--- config.mk ---
export PLATFORM = sky130hd
export DESIGN_NAME = foobar_multi
export DESIGN_NICKNAME = d
export VERILOG_FILES = /design/src/rtl/foobar_pkg.sv /design/src/rtl/foobar_chan.sv /design/src/rtl/foobar_multi.sv
export SDC_FILE = /design/constraint.sdc
export NUM_CORES = 1
export LEC_CHECK = 0
export ABC_AREA = 1
export ABC_CLOCK_PERIOD_IN_PS = 2550
export BUFFER_PORTS_ARGS = -buffer_cell sky130_fd_sc_hd__buf_2
export CORE_MARGIN = 5
export CORE_UTILIZATION = 45
export CTS_CLUSTER_SIZE = 20
export DETAILED_ROUTE_END_ITERATION = 10
export GPL_TIMING_DRIVEN = 1
export PLACE_DENSITY = 0.71
export SYNTH_ARGS = -nofsm -noshare
export SYNTH_HDL_FRONTEND = slang
export SYNTH_HIERARCHICAL = 1
export SYNTH_SLANG_ARGS = --single-unit
--- constraint.sdc ---
create_clock -name clk -period 2.55 [get_ports clk]
set_input_delay 0.255 -clock clk [delete_from_list [all_inputs] [get_ports clk]]
set_output_delay 0.255 -clock clk [all_outputs]
set_load 0.05 [all_outputs]
--- src/rtl/foobar_pkg.sv ---
// -----------------------------------------------------------------------------
// foobar_pkg
//   Shared types and helpers for the multi-channel strobe/event counter.
//   - NCH_MAX : upper bound on the channel count of foobar_multi
//   - CNT_W   : pulse counter width, PER_W : period/phase width
//   - per_t, cnt_t : period and counter types
//   - next_count() : counter increment with wrap/saturate and overflow flag
// -----------------------------------------------------------------------------
package foobar_pkg;

    localparam int NCH_MAX = 16;
    localparam int CNT_W   = 8;
    localparam int PER_W   = 8;

    typedef logic [PER_W-1:0] per_t;
    typedef logic [CNT_W-1:0] cnt_t;

    // Result of one counter increment: overflow indication plus new value.
    typedef struct packed {
        logic ovf;
        cnt_t cnt;
    } cnt_res_t;

    // Counter at its maximum either wraps to zero or sticks at max; either way
    // the overflow indication is raised.
    function automatic cnt_res_t next_count(input cnt_t cnt, input logic sat);
        cnt_res_t res;
        if (cnt == '1) begin
            res.ovf = 1'b1;
            res.cnt = sat ? cnt : '0;
        end else begin
            res.ovf = 1'b0;
            res.cnt = cnt + cnt_t'(1);
        end
        return res;
    endfunction

endpackage

--- src/rtl/foobar_chan.sv ---
// -----------------------------------------------------------------------------
// foobar_chan
//   One event channel: programmable period, phase counter, registered 1-cycle
//   pulse every PERIOD enabled cycles, pulse counter with sticky overflow.
//   Ports:
//     clk, rst_n   clock, asynchronous active-low reset
//     en           advance enable (low = hold, pulse forced low)
//     clr          synchronous clear of phase/count/ovf/pulse (period kept)
//     cfg_we       period write strobe already decoded for this channel
//     cfg_period   new period value (0 disables the channel)
//     pulse        registered event strobe
//     count        pulse count
//     ovf          sticky counter overflow
// -----------------------------------------------------------------------------
module foobar_chan
    import foobar_pkg::*;
#(
    parameter bit   SAT     = 1'b0,
    parameter per_t DEF_PER = per_t'(1)
) (
    input  logic clk,
    input  logic rst_n,
    input  logic en,
    input  logic clr,
    input  logic cfg_we,
    input  per_t cfg_period,
    output logic pulse,
    output cnt_t count,
    output logic ovf
);

    per_t period_q, period_d;
    per_t phase_q,  phase_d;
    cnt_t count_q,  count_d;
    logic ovf_q,    ovf_d;
    logic pulse_q,  pulse_d;

    per_t     period_last;
    cnt_res_t cnt_nxt;

    // Only meaningful when period_q != 0; the use below is guarded, so the
    // underflow for a disabled channel never matters.
    assign period_last = period_q - per_t'(1);
    assign cnt_nxt     = next_count(count_q, SAT);

    always_comb begin
        // NOTE: every signal gets a default first so no path leaves it unassigned, which would infer a latch.
        period_d = period_q;
        phase_d  = phase_q;
        count_d  = count_q;
        ovf_d    = ovf_q;
        pulse_d  = 1'b0;

        // A period write lands even during a clear.
        if (cfg_we) begin
            period_d = cfg_period;
        end

        if (clr) begin
            phase_d = '0;
            count_d = '0;
            ovf_d   = 1'b0;
        end else if (cfg_we) begin
            // Restart the phase; any event due this cycle is dropped.
            phase_d = '0;
        end else if (en && (period_q != '0)) begin
            if (phase_q == period_last) begin
                phase_d = '0;
                pulse_d = 1'b1;
                count_d = cnt_nxt.cnt;
                ovf_d   = ovf_q | cnt_nxt.ovf;
            end else begin
                phase_d = phase_q + per_t'(1);
            end
        end
    end

    // NOTE: state uses non-blocking assignments so all flops update together at the edge, independent of statement order.
    always_ff @(posedge clk or negedge rst_n) begin
        if (!rst_n) begin
            period_q <= DEF_PER;
            phase_q  <= '0;
            count_q  <= '0;
            ovf_q    <= 1'b0;
            pulse_q  <= 1'b0;
        end else begin
            period_q <= period_d;
            phase_q  <= phase_d;
            count_q  <= count_d;
            ovf_q    <= ovf_d;
            pulse_q  <= pulse_d;
        end
    end

    assign pulse = pulse_q;
    assign count = count_q;
    assign ovf   = ovf_q;

endmodule

--- src/rtl/foobar_multi.sv ---
// -----------------------------------------------------------------------------
// foobar_multi
//   NCH independent event channels, each pulsing every PERIOD enabled cycles
//   and counting its pulses. Periods are runtime-programmable via cfg_*.
//   Counter and period widths follow foobar_pkg.
//   Ports:
//     clk, rst_n   clock, asynchronous active-low reset
//     en           advance enable for all channels
//     clr          synchronous clear of phases/counts/ovf/pulses
//     cfg_we       period write strobe
//     cfg_ch       channel addressed by cfg_we (values >= NCH are ignored)
//     cfg_period   new period value
//     pulse        per-channel registered event strobe
//     count        per-channel counts, channel i at [i*CNT_W +: CNT_W]
//     ovf          per-channel sticky overflow
// -----------------------------------------------------------------------------
module foobar_multi
    import foobar_pkg::*;
#(
    parameter int                NCH     = 4,
    parameter int                CNT_W   = foobar_pkg::CNT_W,
    parameter int                PER_W   = foobar_pkg::PER_W,
    parameter bit                SAT     = 1'b0,
    parameter per_t [NCH-1:0]    DEF_PER = {per_t'(5), per_t'(3), per_t'(2), per_t'(1)},
    localparam int               CH_W    = (NCH > 1) ? $clog2(NCH) : 1
) (
    input  logic                 clk,
    input  logic                 rst_n,
    input  logic                 en,
    input  logic                 clr,
    input  logic                 cfg_we,
    input  logic [CH_W-1:0]      cfg_ch,
    input  logic [PER_W-1:0]     cfg_period,
    output logic [NCH-1:0]       pulse,
    output logic [NCH*CNT_W-1:0] count,
    output logic [NCH-1:0]       ovf
);

    logic [NCH-1:0] ch_we;

    for (genvar i = 0; i < NCH; i++) begin : g_ch
        // Out-of-range addresses simply match no channel.
        assign ch_we[i] = cfg_we && (cfg_ch == CH_W'(i));

        foobar_chan #(
            .SAT     (SAT),
            .DEF_PER (DEF_PER[i])
        ) u_chan (
            .clk        (clk),
            .rst_n      (rst_n),
            .en         (en),
            .clr        (clr),
            .cfg_we     (ch_we[i]),
            .cfg_period (cfg_period),
            .pulse      (pulse[i]),
            .count      (count[i*CNT_W +: CNT_W]),
            .ovf        (ovf[i])
        );
    end

endmodule
# --- Word-level counts from Yosys, hierarchy flattened ---
# Index checks and enable logic that the tools add are counted.
op_classes:
  add_sub_neg: 12
  n_eq_ne: 15
  muxes: 68
  bitwise: 4
  reduce_logical: 29
op_table:
  columns: ["cell", "n"]
  rows:
  - ["$mux 8", 32]
  - ["$add 8x1->8 const B", 8]
  - ["$mux 9", 4]
  - ["$eq 8x8->1", 4]
  - ["$eq 8x8->1 const B", 4]
  - ["$mux 1", 32]
  - ["$reduce_bool 8->1", 4]
  - ["$sub 8x1->8 const B", 4]
  - ["$reduce_bool 2->1", 8]
  - ["$reduce_and 3->1", 4]
  - ["$reduce_bool 3->1", 4]
  - ["$logic_and 1x1->1", 8]
  - ["$ne 2x2->1 const B", 4]
  - ["$eq 2x2->1 const B", 2]
  - ["$or 1x1->1", 4]
  - ["$eq 2x1->1 const B", 1]
  - ["$logic_not 2->1", 1]
word_totals:
  regBits: 104
  in_bits: 15
  output_inout_bits: 40
  wordCells: 148

# --- Depth between registers and ports, before layout ---
# Gate-level depths: netlist (run 1).
logic_depth:
  depth_word: 7
  mapped_depth: 14

# --- Cells and area by module ---
# Netlist (run 1), hierarchy kept.
modules_own_cells:
  columns: ["mod", "n_inst", "cells_each", "area_each_um2", "seq_area_each_um2"]
  rows:
  - ["foobar_chan (g_ch[2].u_chan ...)", 2, 229, 1704.1, 653.1]
  - ["foobar_chan (g_ch[0].u_chan ...)", 2, 229, 1702.9, 651.9]
  - ["foobar_multi", 1, 8, 30.0, 0.0]

# --- Worst setup path after synthesis (run 1) ---
# OpenSTA, ideal clock, no wires.
synth_path:
  kind: "register to register"
  from: "register g_ch[0].u_chan.count_q[0]"
  to: "register g_ch[0].u_chan.count_q[7]"
  setup_ps: 118
  t_arrival_ps: 1734
  t_required_ps: 2432
  setup_slack_ps: 698
  stages_incl_launch_ff: 11
  period_less_slack_ps: 1852
  path_cell_list: "dfrtp_1 -> ha_1 -> nand2_1 -> inv_1 -> nand2_1 -> nor2_1 -> nand4_1 -> nand3b_1 -> nor2_1 -> nand2_1 -> nand2_1"
synth_via:
  elab_chain_cells: 6
synth_rtl:
  columns: ["item", "line_no", "rtl"]
  rows:
  - ["from (decl)", "foobar_chan.sv:34", "cnt_t count_q, count_d;"]
  - ["from (signal assigned)", "foobar_chan.sv:89", "count_q <= count_d;"]
  - ["$add 8x1->8 or $eq 8x8->1 (tied branches)", "foobar_pkg.sv:33, foobar_pkg.sv:28", null]
  - ["$mux 9 *", "foobar_pkg.sv:28", "if (cnt == '1) begin"]
  - ["$mux 8 *", "foobar_chan.sv:67", "if (phase_q == period_last) begin"]
  - ["$mux 8 *", "foobar_chan.sv:66", "end else if (en && (period_q != '0)) begin"]
  - ["$mux 8 *", "foobar_chan.sv:63", "end else if (cfg_we) begin"]
  - ["$mux 8 *", "foobar_chan.sv:59", "if (clr) begin"]
# Every way passes the cells marked *; elsewhere a longest branch is shown, timed or not. The select of a mux whose other input is x is not followed.
# A chain may end at the register's enable or synchronous reset.

# --- Final worst setup path (run 1) ---
layout_path:
  from: "register g_ch[3].u_chan.period_q[0]"
  to: "register g_ch[3].u_chan.count_q[4]"
layout_via:
  elab_chain_cells: 4
layout_rtl:
  columns: ["item", "line_no", "rtl"]
  rows:
  - ["from (decl)", "foobar_chan.sv:32", "per_t period_q, period_d;"]
  - ["from (signal assigned)", "foobar_chan.sv:87", "period_q <= period_d;"]
  - ["$sub 8x1->8 or $reduce_bool 8->1 (tied branches)", "foobar_chan.sv:43, foobar_chan.sv:66", null]
  - ["$eq 8x8->1 or $logic_and 1x1->1 (tied branches)", "foobar_chan.sv:67, foobar_chan.sv:66", null]
  - ["$reduce_bool 2->1 (no line)", null, null]
  - ["$reduce_and 3->1 (no line) *", null, null]
  - ["to (signal assigned)", "foobar_chan.sv:89", null]
  - ["to (decl)", "foobar_chan.sv:34", null]
# Every way passes the cells marked *; elsewhere a longest branch is shown, timed or not.

==> results by stage, run 1 <==
Final layout:
- The multi-input combinational cells in the finished layout cover a total of 3730 µm².
- The number of antenna diodes in the final layout is 0.
- With fillers left out, the area of the finished cells amounts to 7570 µm².
- Relative to the synthesized area, the layout overhead comes to 10.6%.
- The post-layout utilization of the core is 0.504.
- The total number of nets in the final design is approximately 1.0k.
- The sequential cells in the finished layout cover a total of ~2600 µm².
- Fill cells in the final layout number roughly 1.5k.
- Of the cells placed in the final design, the portion with a size suffix greater than 1 is 0.183.

Die:
- The vertical extent of the die is 133 µm.
- The width of the chip is 133 µm.
- The placeable core area is 15000 µm².
- For this configuration, the core starts out at a cell density of 0.455.
- The number of standard-cell rows in the floorplan is 45.
- The boundary pin count is between 50 and 60.
- The die covers roughly 18000 µm².

Place:
- Once placement finished, the instance area stood at 7250 µm².
- At the end of routability-driven placement, the weighted congestion stood at between 0.8 and 0.9.
- The total of buffers placed on input and output ports is 54.
- The half-perimeter wire length of the detailed placement result is roughly 11000 µm.

STA:
- Adding up every negative setup slack in the final design gives 0 ns.
- The max-slew violation count is 0.
- Based on the critical path, the design can be clocked at up to roughly 470 MHz.
- Setup violations remaining at the end of the flow were counted as 0.
- The total count of hold-check failures in the final report came to 0.
- Counting I/O delays and the setup requirement, the final critical path takes 2.13 ns.
- Dividing the final minimum period by the clock period gives 0.834.
- Setup repair after global routing left no endpoint under its margin.
- The worst pin sits at a relative slew slack of 0.575.
- The tightest hold path in the finished design has a slack of 0.174 ns.
- At the pin with the least slew margin, the transition time is between 0.6 and 0.7 ns.
- The clock arrives with ~0.0082 ns of skew.

Route:
- The first-iteration detailed-routing DRC count is about 360.
- The iteration count of the initial detailed-routing pass is 6.
- Once detail routing completed, the nets flagged for antenna violations numbered 0.
- In the final routed layout, each cell accounts on average for 13.1 µm.
- The total DRC errors in the routed layout is 0.
- In the routed layout, each cell is associated on average with a via count of roughly 5.
- For this block, the routed nets add up to between 15000 and 20000 µm of wire.
- The total number of vias is around 5.8k.

Yosys:
- The total nets after synthesis is between 900 and 1k.
- The sequential area share after synthesis is 0.381.
- The area fraction of the dominant cell type after synthesis is 0.358.
- For this run, the leading register cell type out of synthesis is sky130_fd_sc_hd__dfrtp_1.
- The synthesized netlist occupies a cell area of slightly below 7000 µm².
- The per-instance average area after synthesis is 7.41 µm².
- The synthesized design contains 0 enable-type register cells.
- In the synthesized netlist, the cells that appear most often are sky130_fd_sc_hd__nand2_1, sky130_fd_sc_hd__nor2_1, sky130_fd_sc_hd__dfrtp_1.
- The number of synthesis warnings is 6.
- The cell type with the largest total area after synthesis is sky130_fd_sc_hd__dfrtp_1.
- The async set or reset register ratio after synthesis is 1.00.
- The cell with the most instances after synthesis is sky130_fd_sc_hd__nand2_1.
- By area the synthesized netlist is led by sky130_fd_sc_hd__dfrtp_1, sky130_fd_sc_hd__nand2_1, sky130_fd_sc_hd__nand3_2, sky130_fd_sc_hd__nor2_1, sky130_fd_sc_hd__nand3_1.
- The post-synthesis cell count is about 920.
- The number of distinct library cells after synthesis is 28.
- Synthesis inferred about 100 register bits.

CTS:
- The clock tree synthesis step divided the H-tree into 3 levels.
- TritonCTS built the clock tree.
- The clock insertion delay at the later pin of the skew report is 0.36 ns.
- Counting every sink on the clock net gives about 100.
- The number of gates resized after cts is 0.
- The clock buffer count from CTS is 9.
- The number of buffers between clock root and the deepest sink is 2.
- After clock tree synthesis, the clock-pin slew on the worst setup and hold paths is ~0.070 ns.
- The total setup buffers inserted after CTS is 0.
- The clock root buffer is sky130_fd_sc_hd__clkbuf_16.
- After clock tree synthesis, the flow added hold-fix buffers numbering 1.

Min path:
- The worst min-delay path class is in2reg.
- The cell depth of the worst hold path is 3.
- For hold timing, the worst endpoint is g_ch[2].u_chan/period_q[1].
- In this run the most critical hold path is launched from cfg_period[1].

Global route:
- Entering global routing, the biggest net connects 45 pins.
- The total global routing overflow is 0.
- The initial antenna violation count is 0.
- The via count of the first global-routing pass was approximately 5.5k.
- The global-route wire length before repair is roughly 27000 µm.
- The all-layer global routing usage is 0.180.

Critical path:
- The start of the worst register-to-register path is g_ch[3].u_chan/period_q[0].
- The number of cells on the worst reg-to-reg path is 14.
- The library cell contributing the largest single delay on the critical path is sky130_fd_sc_hd__dfstp_2.
- The biggest fanout along the worst timing path is 11.
- In this design, the largest share of critical-path delay is due to simple AND/OR/NAND/NOR gates.
- The type of element capturing the critical path is a register.
- The type of origin of the critical path is a register.
- The required time of the worst setup path is ~2.8 ns.
- The cell repeated most along the worst path is sky130_fd_sc_hd__nand2_1.
- The worst register-to-register path has a setup slack of between 0.4 and 0.5 ns.
- For the worst setup path, the data arrival time is between 2 and 2.5 ns.
- The critical path buffer and inverter count is 2.
- The signal on the critical path passes through inv_2 -> ha_1 -> inv_1 -> nand2_1 -> nand2_1 -> nor2_1 -> nand2_1 -> nor2_1 -> nand2_1 -> nor2_4 -> nand3_4 -> nand2_4 -> nand2_1 -> nand2_1.
- The worst setup path is of the reg2reg kind.
- The largest single stage delay on the critical path is 0.56 ns.
- The endpoint identified for the worst register-to-register timing path is g_ch[3].u_chan/count[4].

Outcome:
- The flow ran to the end, and the final reports show no timing, DRC or antenna violations.

Power and ir drop:
- The post-route total power is ~4600 µW.
- The worst-case IR drop observed on VDD is between 0.4 and 0.5 mV.
- The static power due to leakage is ~0.0037 µW.
- The power per standard cell area is between 600 and 700 nW/µm².

Flow run:
- The count of maximum capacitance violations is 0.
worst register-to-register path, cell delays in order, from the launching register on:
cell and delay, ns:
sky130_fd_sc_hd__dfstp_2 0.56, sky130_fd_sc_hd__inv_2 0.07, sky130_fd_sc_hd__ha_1 0.30, sky130_fd_sc_hd__inv_1 0.05
sky130_fd_sc_hd__nand2_1 0.05, sky130_fd_sc_hd__nand2_1 0.04, sky130_fd_sc_hd__nor2_1 0.12, sky130_fd_sc_hd__nand2_1 0.06
sky130_fd_sc_hd__nor2_1 0.08, sky130_fd_sc_hd__nand2_1 0.08, sky130_fd_sc_hd__nor2_4 0.12, sky130_fd_sc_hd__nand3_4 0.20
sky130_fd_sc_hd__nand2_4 0.19, sky130_fd_sc_hd__nand2_1 0.08, sky130_fd_sc_hd__nand2_1 0.06
cell usage in the layout (no fill, tap or decap), types with 7 or more instances in the layout:
cell                        count
sky130_fd_sc_hd__a21oi_1       24
sky130_fd_sc_hd__buf_2         53
sky130_fd_sc_hd__buf_4          7
sky130_fd_sc_hd__clkbuf_16      9
sky130_fd_sc_hd__dfrtp_1       98
sky130_fd_sc_hd__ha_1          16
sky130_fd_sc_hd__inv_1         74
sky130_fd_sc_hd__inv_2         16
sky130_fd_sc_hd__mux2_2         8
sky130_fd_sc_hd__nand2_1      274
sky130_fd_sc_hd__nand3_1       76
sky130_fd_sc_hd__nand3_2       40
sky130_fd_sc_hd__nand4_1       12
sky130_fd_sc_hd__nor2_1       104
sky130_fd_sc_hd__nor2_2        16
sky130_fd_sc_hd__nor3_1         8
sky130_fd_sc_hd__o21ai_0       52
sky130_fd_sc_hd__xnor2_1       16
sky130_fd_sc_hd__xor2_1        24
power by group:
part | internal (µW) | switching (µW) | total, µW
clock | 818 | 633 | 1450
sequential | 1820 | 200 | 2020
combinational | 390 | 778 | 1170
flip-flops by register name (all words and copies together) (netlist names):
name / count
g_ch.u_chan/count: 32
g_ch.u_chan/phase_q: 32
g_ch.u_chan/pulse: 4
g_ch.u_chan/ovf: 4
g_ch.u_chan/period_q: 32
per-layer routing:
layer | wire (µm) | global-route usage | vias up
met5 | 0 | 0 | -
met4 | 189 | 0.0474 | 0
met3 | 433 | 0.0313 | 12
met2 | 7250 | 0.302 | 72
met1 | 7300 | 0.243 | 2663
li1 | - | - | 3048
worst max path at each step:
| stage | startpoint | end | cells past startpoint |
|---|---|---|---|
| global route | g_ch[3].u_chan/period_q[0] | g_ch[3].u_chan/count[3] | 14 |
| CTS | g_ch[3].u_chan/period_q[0] | g_ch[3].u_chan/count[4] | 14 |
| global placement | g_ch[3].u_chan/period_q[0] | g_ch[3].u_chan/count[6] | 14 |
| finish | g_ch[3].u_chan/period_q[0] | g_ch[3].u_chan/count[4] | 14 |
| floorplan | g_ch[0].u_chan/count[0] | g_ch[0].u_chan/count[7] | 10 |
| detailed placement | g_ch[3].u_chan/period_q[0] | g_ch[3].u_chan/count[1] | 14 |
metrics by stage:
| stage | cells | setup slack (ns) |
|---|---|---|
| finish | 1162 | 0.423 |
| global route | 1162 | 0.223 |
| CTS | 1162 | 0.415 |
| detailed placement | 1145 | 0.440 |
| global placement | 1145 | 0.485 |
| floorplan | 924 | 0.698 |
area by class of cell:
class / count / share of cell area
repair buffers: 62 / 0.0460
well taps: 188 / 0.0311
inverters: 90 / 0.0446
clock inverters: 4 / 0.00678
multi-input cells: 702 / 0.493
clock buffers: 12 / 0.0339
flip-flops and latches: 104 / 0.345
cell families (layout without fill, tap and decap cells):
| family | after synthesis | count (layout) | synth area share |
|---|---|---|---|
| DFF | 104 | 104 | 0.381 |
| AOI/OAI and AO/OA | 84 | 84 | 0.0629 |
| xor gates and xnor gates | 40 | 40 | 0.0512 |
| and+or+nand+nor | 554 | 554 | 0.389 |
| muxes | 8 | 8 | 0.0132 |
| adders and majority gates | 16 | 16 | 0.0293 |
| buffers and inverters | 118 | 168 | 0.0735 |
(Power assumes the default switching activity.)
==> inputs of run 2 (changes only) <==
--- a/config.mk
+++ b/config.mk
@@ -6,7 +6,7 @@
 export NUM_CORES = 1
 export LEC_CHECK = 0
 export ABC_AREA = 1
-export ABC_CLOCK_PERIOD_IN_PS = 2550
+export ABC_CLOCK_PERIOD_IN_PS = 2130
 export BUFFER_PORTS_ARGS = -buffer_cell sky130_fd_sc_hd__buf_2
 export CORE_MARGIN = 5
 export CORE_UTILIZATION = 45
==> constraint.sdc (replaced) <==
create_clock -name clk -period 2.13 [get_ports clk]
set_input_delay 0.213 -clock clk [delete_from_list [all_inputs] [get_ports clk]]
set_output_delay 0.213 -clock clk [all_outputs]
set_load 0.05 [all_outputs]
==> run 2 against run 1 <==
  * Total power is 20% higher
  * Global-route usage is 0.46 points lower
  * Die area stayed put
  * Largest cell class unchanged
  * Largest power group unchanged
==> results by stage, run 2 (same netlist as run 1, synthesis figures left out) <==
Outcome:
- The run finished with clean final reports.

Route:
- The number of vias per cell after detailed routing is 5.03 (+0.96%).
- The sum of routed wire length over all layers is 15300 µm (+0.71%).
- The wire length per cell after detailed routing is 13.0 µm (-0.66%).
- The total DRC errors in the routed layout is 0 (unchanged).
- The iteration count of the initial detailed-routing pass came to 5 (-1).
- The first-iteration detailed-routing DRC count was 351 (-1.4%).
- The total number of vias is 5931 (+2.3%).
- The post-route antenna net violation count was 0 (unchanged).

Die:
- The placeable core area is 15000 µm² (unchanged).
- The initial core utilization came to 0.455 (unchanged).
- The number of standard-cell rows in the floorplan is 45 (unchanged).
- The overall die area is 17800 µm² (unchanged).
- The width of the chip was 133 µm (unchanged).
- The boundary pin count is 55 (unchanged).
- The vertical extent of the die came to 133 µm (unchanged).

Place:
- The total cell area at the placement stage came to 7250 µm² (unchanged).
- The number of placed cells counting well taps is 1145 (unchanged).
- The total of buffers placed on input and output ports came to 54 (unchanged).
- The half-perimeter wire length of the detailed placement result is 10700 µm (-3.1%).
- The last weighted congestion value of the routability-driven placer is 0.908 (+2.5%).

Power and ir drop:
- The static power due to leakage was 0.00379 µW (+2.7%).
- The largest voltage drop on the vdd net is 0.441 mV (-9.7%).
- The power per standard cell area is 716 nW/µm² (+17%).

Critical path:
- The biggest fanout along the worst timing path is 6 (-5).
- The startpoint identified for the worst register-to-register timing path is g_ch[3].u_chan/period_q[0].
- The setup path with the least slack is of type reg2reg.
- The worst register-to-register path ends at g_ch[3].u_chan/count[4].
- The number of cells on the worst reg-to-reg path is 14 (unchanged).
- The register-to-register setup slack came to 0.08 ns (-0.34 ns).
- The required time of the worst setup path came to 2.37 ns (-0.47 ns).
- The type of element capturing the critical path is a register.
- The arrival time of the worst setup path came to 2.29 ns (-0.13 ns).
- The type of origin of the critical path is a register.

Min path:
- The cell depth of the worst hold path came to 3 (unchanged).
- The startpoint of the worst hold path is cfg_period[2].
- The min-delay analysis places its worst path in the category in2reg.
- For hold timing, the worst endpoint is g_ch[3].u_chan/period_q[2].

STA:
- Setup repair after global routing could not meet its margin everywhere.
- The max-slew violation count is 0 (unchanged).
- The portion of the clock cycle consumed by the worst path in the final layout is 0.961 (+0.127).
- The post-route worst hold slack is 0.145 ns (-0.0291 ns).
- The setup TNS was 0 ns (unchanged).
- The worst clock skew was 0.00659 ns (-0.00158 ns).
- The worst slew slack as a fraction of its limit was 0.593 (+0.0181).
- The setup-violating endpoint count in the final report came to 0 (unchanged).
- The final critical-path required period was 2.05 ns (-0.0802 ns).
- The top achievable clock speed is 488 MHz (+3.9%).
- The total count of hold-check failures in the final report is 0 (unchanged).
- The slew at the pin closest to its max-slew limit is 0.609 ns (-0.0271 ns).

Global route:
- The largest net degree at the start of global routing is 105 (+130%).
- The all-layer global routing usage is 0.176 (-0.00460).
- The global-route wire length before repair is 26000 µm (-2.5%).
- The initial antenna violation count is 0 (unchanged).
- The via count of the first global-routing pass is 5468 (-0.87%).
- The total global routing overflow is 0 (unchanged).

CTS:
- The number of clock sinks is 104 (unchanged).
- The clock insertion delay at the later pin of the skew report was 0.35 ns (about the same).
- The clock-pin slew reported for the worst setup and hold paths after clock tree synthesis is 0.07 ns (about the same).
- The number of buffers between clock root and the deepest sink was 2 (unchanged).
- The clock buffer count from CTS is 9 (unchanged).
- The clock tree from TritonCTS is built.
- The depth of the CTS H-tree came to 3 (unchanged).
- The tree is rooted in a sky130_fd_sc_hd__clkbuf_16.

Flow run:
- The count of maximum capacitance violations is 0 (unchanged).

Final layout:
- The most common library cell in the layout ignoring fill and taps is sky130_fd_sc_hd__nand2_1.
- The area growth from synthesis to layout is 14.0%.
- The number of standard cells in the final layout excluding fillers is 1178 (+1.4%).
- The final-layout fill cell count is 1470 (+1.1%).
- The count of inserted antenna diode cells is 0 (unchanged).
- In the layout the commonest cells are sky130_fd_sc_hd__nand2_1, sky130_fd_sc_hd__nor2_1, sky130_fd_sc_hd__dfrtp_1.
- The total number of nets in the final design is 1016 (+1.6%).
- The ratio of cells with drive above 1 in the final layout is 0.207 (+0.0243).
- The design area is 7800 µm² (+3.1%).
[run 2: changes by cell type in the layout (fill, tap and decap cells not counted), sizes merged]
cell / change
clkinvlp: -1
bufinv: -1
buf: +16
clkinv: +1
inv: -1
clkbuf: +2
[run 2: cell type report]
cell class	count	area, µm²	area share
clock buffers	14	294	0.0377
clock inverters	2	10.0	0.00128
inverters	90	343	0.0439
multi-input cells	702	3790	0.486
flip-flops and latches	104	2610	0.334
well taps	188	235	0.0301
repair buffers	78	519	0.0665
[run 2: worst max path at each step]
stage,endpoint,cells past startpoint,from
final,g_ch[3].u_chan/count[4],14,g_ch[3].u_chan/period_q[0]
after global routing,g_ch[3].u_chan/count[6],14,g_ch[3].u_chan/period_q[0]
after CTS,g_ch[3].u_chan/count[4],14,g_ch[3].u_chan/period_q[0]
after detailed placement,g_ch[2].u_chan/count[6],14,g_ch[2].u_chan/period_q[0]
after global placement,g_ch[2].u_chan/count[6],14,g_ch[2].u_chan/period_q[0]
after floorplan,g_ch[0].u_chan/count[7],10,g_ch[0].u_chan/count[0]
[run 2: metal layers]
metal | vias to the layer above | wire length [µm] | global-route usage
met5 | - | 0 | 0
met4 | 0 | 232 | 0.0549
met3 | 17 | 466 | 0.0325
met2 | 86 | 7370 | 0.296
met1 | 2760 | 7210 | 0.230
li1 | 3068 | - | -
[run 2: metrics by stage]
| stage | utilization | worst slack, ns | total power [µW] |
|---|---|---|---|
| final | 0.519 | 0.0828 | 5580 |
| after global placement | 0.482 | 0.0400 | 3830 |
| after global routing | 0.519 | -0.0452 | 5960 |
| after detailed placement | 0.482 | 0.0189 | 3850 |
| after CTS | 0.506 | 0.0141 | 5570 |
| after floorplan | - | 0.278 | 3500 |
[run 2: worst max-delay path, cell delays in order, from the launching register on]
cell	delay (ns)
sky130_fd_sc_hd__dfstp_2	0.57
sky130_fd_sc_hd__inv_4	0.06
sky130_fd_sc_hd__ha_4	0.26
sky130_fd_sc_hd__inv_2	0.03
sky130_fd_sc_hd__nand2_1	0.05
sky130_fd_sc_hd__nand2_1	0.05
sky130_fd_sc_hd__nor2_1	0.09
sky130_fd_sc_hd__nand2_1	0.06
sky130_fd_sc_hd__nor2_1	0.11
sky130_fd_sc_hd__nand2_1	0.09
sky130_fd_sc_hd__nor2_4	0.15
sky130_fd_sc_hd__nand3_4	0.14
sky130_fd_sc_hd__buf_6	0.16
sky130_fd_sc_hd__nand3_2	0.05
sky130_fd_sc_hd__nand2_1	0.06
[run 2: what timing repair did]
item	in CTS	in global routing
setup endpoints to repair	2	62
gates resized for setup	0	20
hold endpoints to repair	98	0
pin swaps	0	11
buffers inserted	3	13
hold buffers	1	0
[run 2: report_power, final]
group / switching (µW) / leakage (µW) / internal [µW]
registers: 247 / 0.00137 / 2180
clock network: 727 / 0.000155 / 950
logic: 953 / 0.00227 / 524
==> inputs of run 3 (changes only) <==
--- a/config.mk
+++ b/config.mk
@@ -8,12 +8,14 @@
 export ABC_AREA = 1
 export ABC_CLOCK_PERIOD_IN_PS = 2130
 export BUFFER_PORTS_ARGS = -buffer_cell sky130_fd_sc_hd__buf_2
+export CELL_PAD_IN_SITES_DETAIL_PLACEMENT = 1
+export CELL_PAD_IN_SITES_GLOBAL_PLACEMENT = 1
 export CORE_MARGIN = 5
 export CORE_UTILIZATION = 45
 export CTS_CLUSTER_SIZE = 20
 export DETAILED_ROUTE_END_ITERATION = 10
 export GPL_TIMING_DRIVEN = 1
-export PLACE_DENSITY = 0.71
+export PLACE_DENSITY = 0.89
 export SYNTH_ARGS = -nofsm -noshare
 export SYNTH_HDL_FRONTEND = slang
 export SYNTH_HIERARCHICAL = 1
==> run 3 against run 2 <==
  * Combinational power up 7%
  * Worst hold slack worse by 0.0073 ns
  * Count of clock-buffer cells in the layout down 1
  * Sequential power about the same
  * Die area unchanged
  * Final area up 0.99%
  * Critical path depth unchanged
  * Largest cell class unchanged
==> results by stage, run 3 (same netlist as run 1, synthesis figures left out) <==
STA:
- The top achievable clock speed is 474 MHz (-3.0%).
- The final critical-path required period is 2.11 ns (+0.0637 ns).
- Setup repair after global routing could not meet its margin everywhere.
- The max-slew violation count is 0 (unchanged).
- The portion of the clock cycle consumed by the worst path in the final layout is 0.991 (+0.0299).
- The slew at the pin closest to its max-slew limit came to 0.657 ns (+0.0485 ns).
- The setup-violating endpoint count in the final report is 0 (unchanged).
- The setup TNS is 0 ns (unchanged).
- The total count of hold-check failures in the final report is 0 (unchanged).
- The worst clock skew is 0.00711 ns (+0.000520 ns).
- The final critical-path setup slack is 0.0191 ns (-0.0637 ns).
- The post-route worst hold slack was 0.138 ns (-0.00726 ns).
- The worst slew slack as a fraction of its limit is 0.562 (-0.0309).

Final layout:
- In the layout the commonest cells are sky130_fd_sc_hd__nand2_1, sky130_fd_sc_hd__nor2_1, sky130_fd_sc_hd__dfrtp_1.
- The library cell used most frequently in the layout, excluding fill and tap cells, is sky130_fd_sc_hd__nand2_1.
- Relative to the synthesized area, the layout overhead comes to 15.2%.
- The ratio of cells with drive above 1 in the final layout is 0.215 (+0.00757).
- The count of inserted antenna diode cells is 0 (unchanged).
- The total number of nets in the final design is 1023 (+0.69%).

Global route:
- The largest net degree at the start of global routing is 36 (-66%).
- The initial antenna violation count was 0 (unchanged).
- The via count of the first global-routing pass is 6569 (+20%).
- The total global routing overflow is 0 (unchanged).
- The global-route wire length before repair is 32200 µm (+24%).
- The all-layer global routing usage is 0.220 (+0.0440).

CTS:
- The clock insertion delay at the later pin of the skew report was 0.36 ns (about the same).
- The number of clock sinks came to 104 (unchanged).
- The depth of the CTS H-tree came to 3 (unchanged).
- The clock-pin slew reported for the worst setup and hold paths after clock tree synthesis was 0.07 ns (about the same).
- The clock root buffer is sky130_fd_sc_hd__clkbuf_16.
- The clock buffer count from CTS is 9 (unchanged).
- The number of buffers between clock root and the deepest sink is 2 (unchanged).
- The clock tree from TritonCTS is built.

Power and ir drop:
- The post-route total power was 5720 µW (+2.4%).
- The power per standard cell area is 725 nW/µm² (+1.4%).
- The static power due to leakage was 0.00382 µW (+0.74%).
- The largest voltage drop on the vdd net is 0.498 mV (+13%).

Critical path:
- The type of element capturing the critical path is a register.
- The biggest fanout along the worst timing path is 6 (unchanged).
- The cell that appears most often on the critical path is sky130_fd_sc_hd__nand2_1.
- The category of the most critical setup path is reg2reg.
- For this design, the slowest cell found on the critical path is sky130_fd_sc_hd__dfstp_2.
- The signal on the critical path passes through inv_4 -> ha_4 -> inv_2 -> nand2_1 -> nand2_1 -> nor2_1 -> nand2_1 -> nor2_1 -> nand2_1 -> nor2_4 -> nand3_4 -> buf_12 -> nand3_2 -> nand2_1.
- The register-to-register setup slack is 0.02 ns (-0.06 ns).
- The required time of the worst setup path is 2.38 ns (about the same).
- The type of origin of the critical path is a register.
- The delay contributed by the slowest stage of the critical path is 0.57 ns (about the same).
- The arrival time of the worst setup path was 2.36 ns (+0.07 ns).

Route:
- The post-route antenna net violation count is 0 (unchanged).
- The sum of routed wire length over all layers is 19000 µm (+25%).
- The number of vias per cell after detailed routing is 5.34 (+6.0%).
- The total number of vias was 6327 (+6.7%).
- The iteration count of the initial detailed-routing pass is 4 (-1).
- The wire length per cell after detailed routing is 16.1 µm (+24%).
- The first-iteration detailed-routing DRC count is 290 (-17%).
- The total DRC errors in the routed layout is 0 (unchanged).

Die:
- The overall die area was 17800 µm² (unchanged).
- The boundary pin count came to 55 (unchanged).
- The placeable core area is 15000 µm² (unchanged).
- The width of the chip is 133 µm (unchanged).
- The number of standard-cell rows in the floorplan came to 45 (unchanged).
- The initial core utilization is 0.455 (unchanged).
- The vertical extent of the die came to 133 µm (unchanged).

Place:
- The half-perimeter wire length of the detailed placement result is 13600 µm (+27%).
- The last weighted congestion value of the routability-driven placer is 0.825 (-9.2%).
- The total of buffers placed on input and output ports is 54 (unchanged).
- The placement-stage worst setup slack is -0.0266 ns (-0.0455 ns).

Outcome:
- The run finished with clean final reports.

Min path:
- The worst min-delay path class is in2reg.

Flow run:
- The count of maximum capacitance violations is 0 (unchanged).
[run 3: what timing repair did]
action / CTS / global route
resized for setup: 0 / 26
pin swaps: 0 / 15
hold buffers: 1 / 0
endpoints found under the hold margin: 28 / 0
setup buffers: 5 / 10
endpoints found under the setup margin: 10 / 65
[run 3: final timing paths]
kind | end | from | cells past startpoint
max in group asynchronous | g_ch[1].u_chan/count[0] | rst_n | 3
max | g_ch[2].u_chan/count[3] | g_ch[2].u_chan/period_q[0] | 14
min | g_ch[0].u_chan/period_q[0] | cfg_period[0] | 3
min reg2reg | g_ch[2].u_chan/ovf | g_ch[2].u_chan/ovf | 2
max reg2reg | g_ch[2].u_chan/count[3] | g_ch[2].u_chan/period_q[0] | 14
min in group asynchronous | g_ch[1].u_chan/count[3] | rst_n | 2
[run 3: worst max-delay path: cells and delay by family (launching register included)]
family                     cells  cell delay [ns]
buffers and inverters          3             0.26
and+or+nand+nor               10             0.91
adders and majority gates      1             0.27
DFF                            1             0.57
[run 3: layout make-up]
class	instances	area [µm²]
repair buffers	85	593
clock inverters	3	42.5
inverters	90	343
well taps	188	235
clock buffers	13	250
flip-flops and latches	104	2610
fillers	1913	7150
multi-input cells	702	3810
[run 3: through the flow]
step	cells	utilization	cell area [µm²]
2_1_floorplan	924	-	6840
3_3_place_gp	1153	0.489	7350
3_5_place_dp	1153	0.489	7350
4_1_cts	1175	0.512	7700
5_1_grt	1185	0.524	7880
6_report	1185	0.524	7880
[run 3: metal layers]
layer / vias to the layer above / wire length (µm) / global-route usage
met3: 14 / 593 / 0.0385
li1: 3089 / - / -
met2: 86 / 9800 / 0.398
met4: 0 / 176 / 0.0446
met5: - / 0 / 0
met1: 3138 / 8480 / 0.275
[run 3: where the power goes]
part           total, µW  switching, µW  internal, µW  leakage, µW
registers           2440            257          2180      0.00137
clock network       1690            744           944     0.000140
logic               1590           1040           554      0.00231
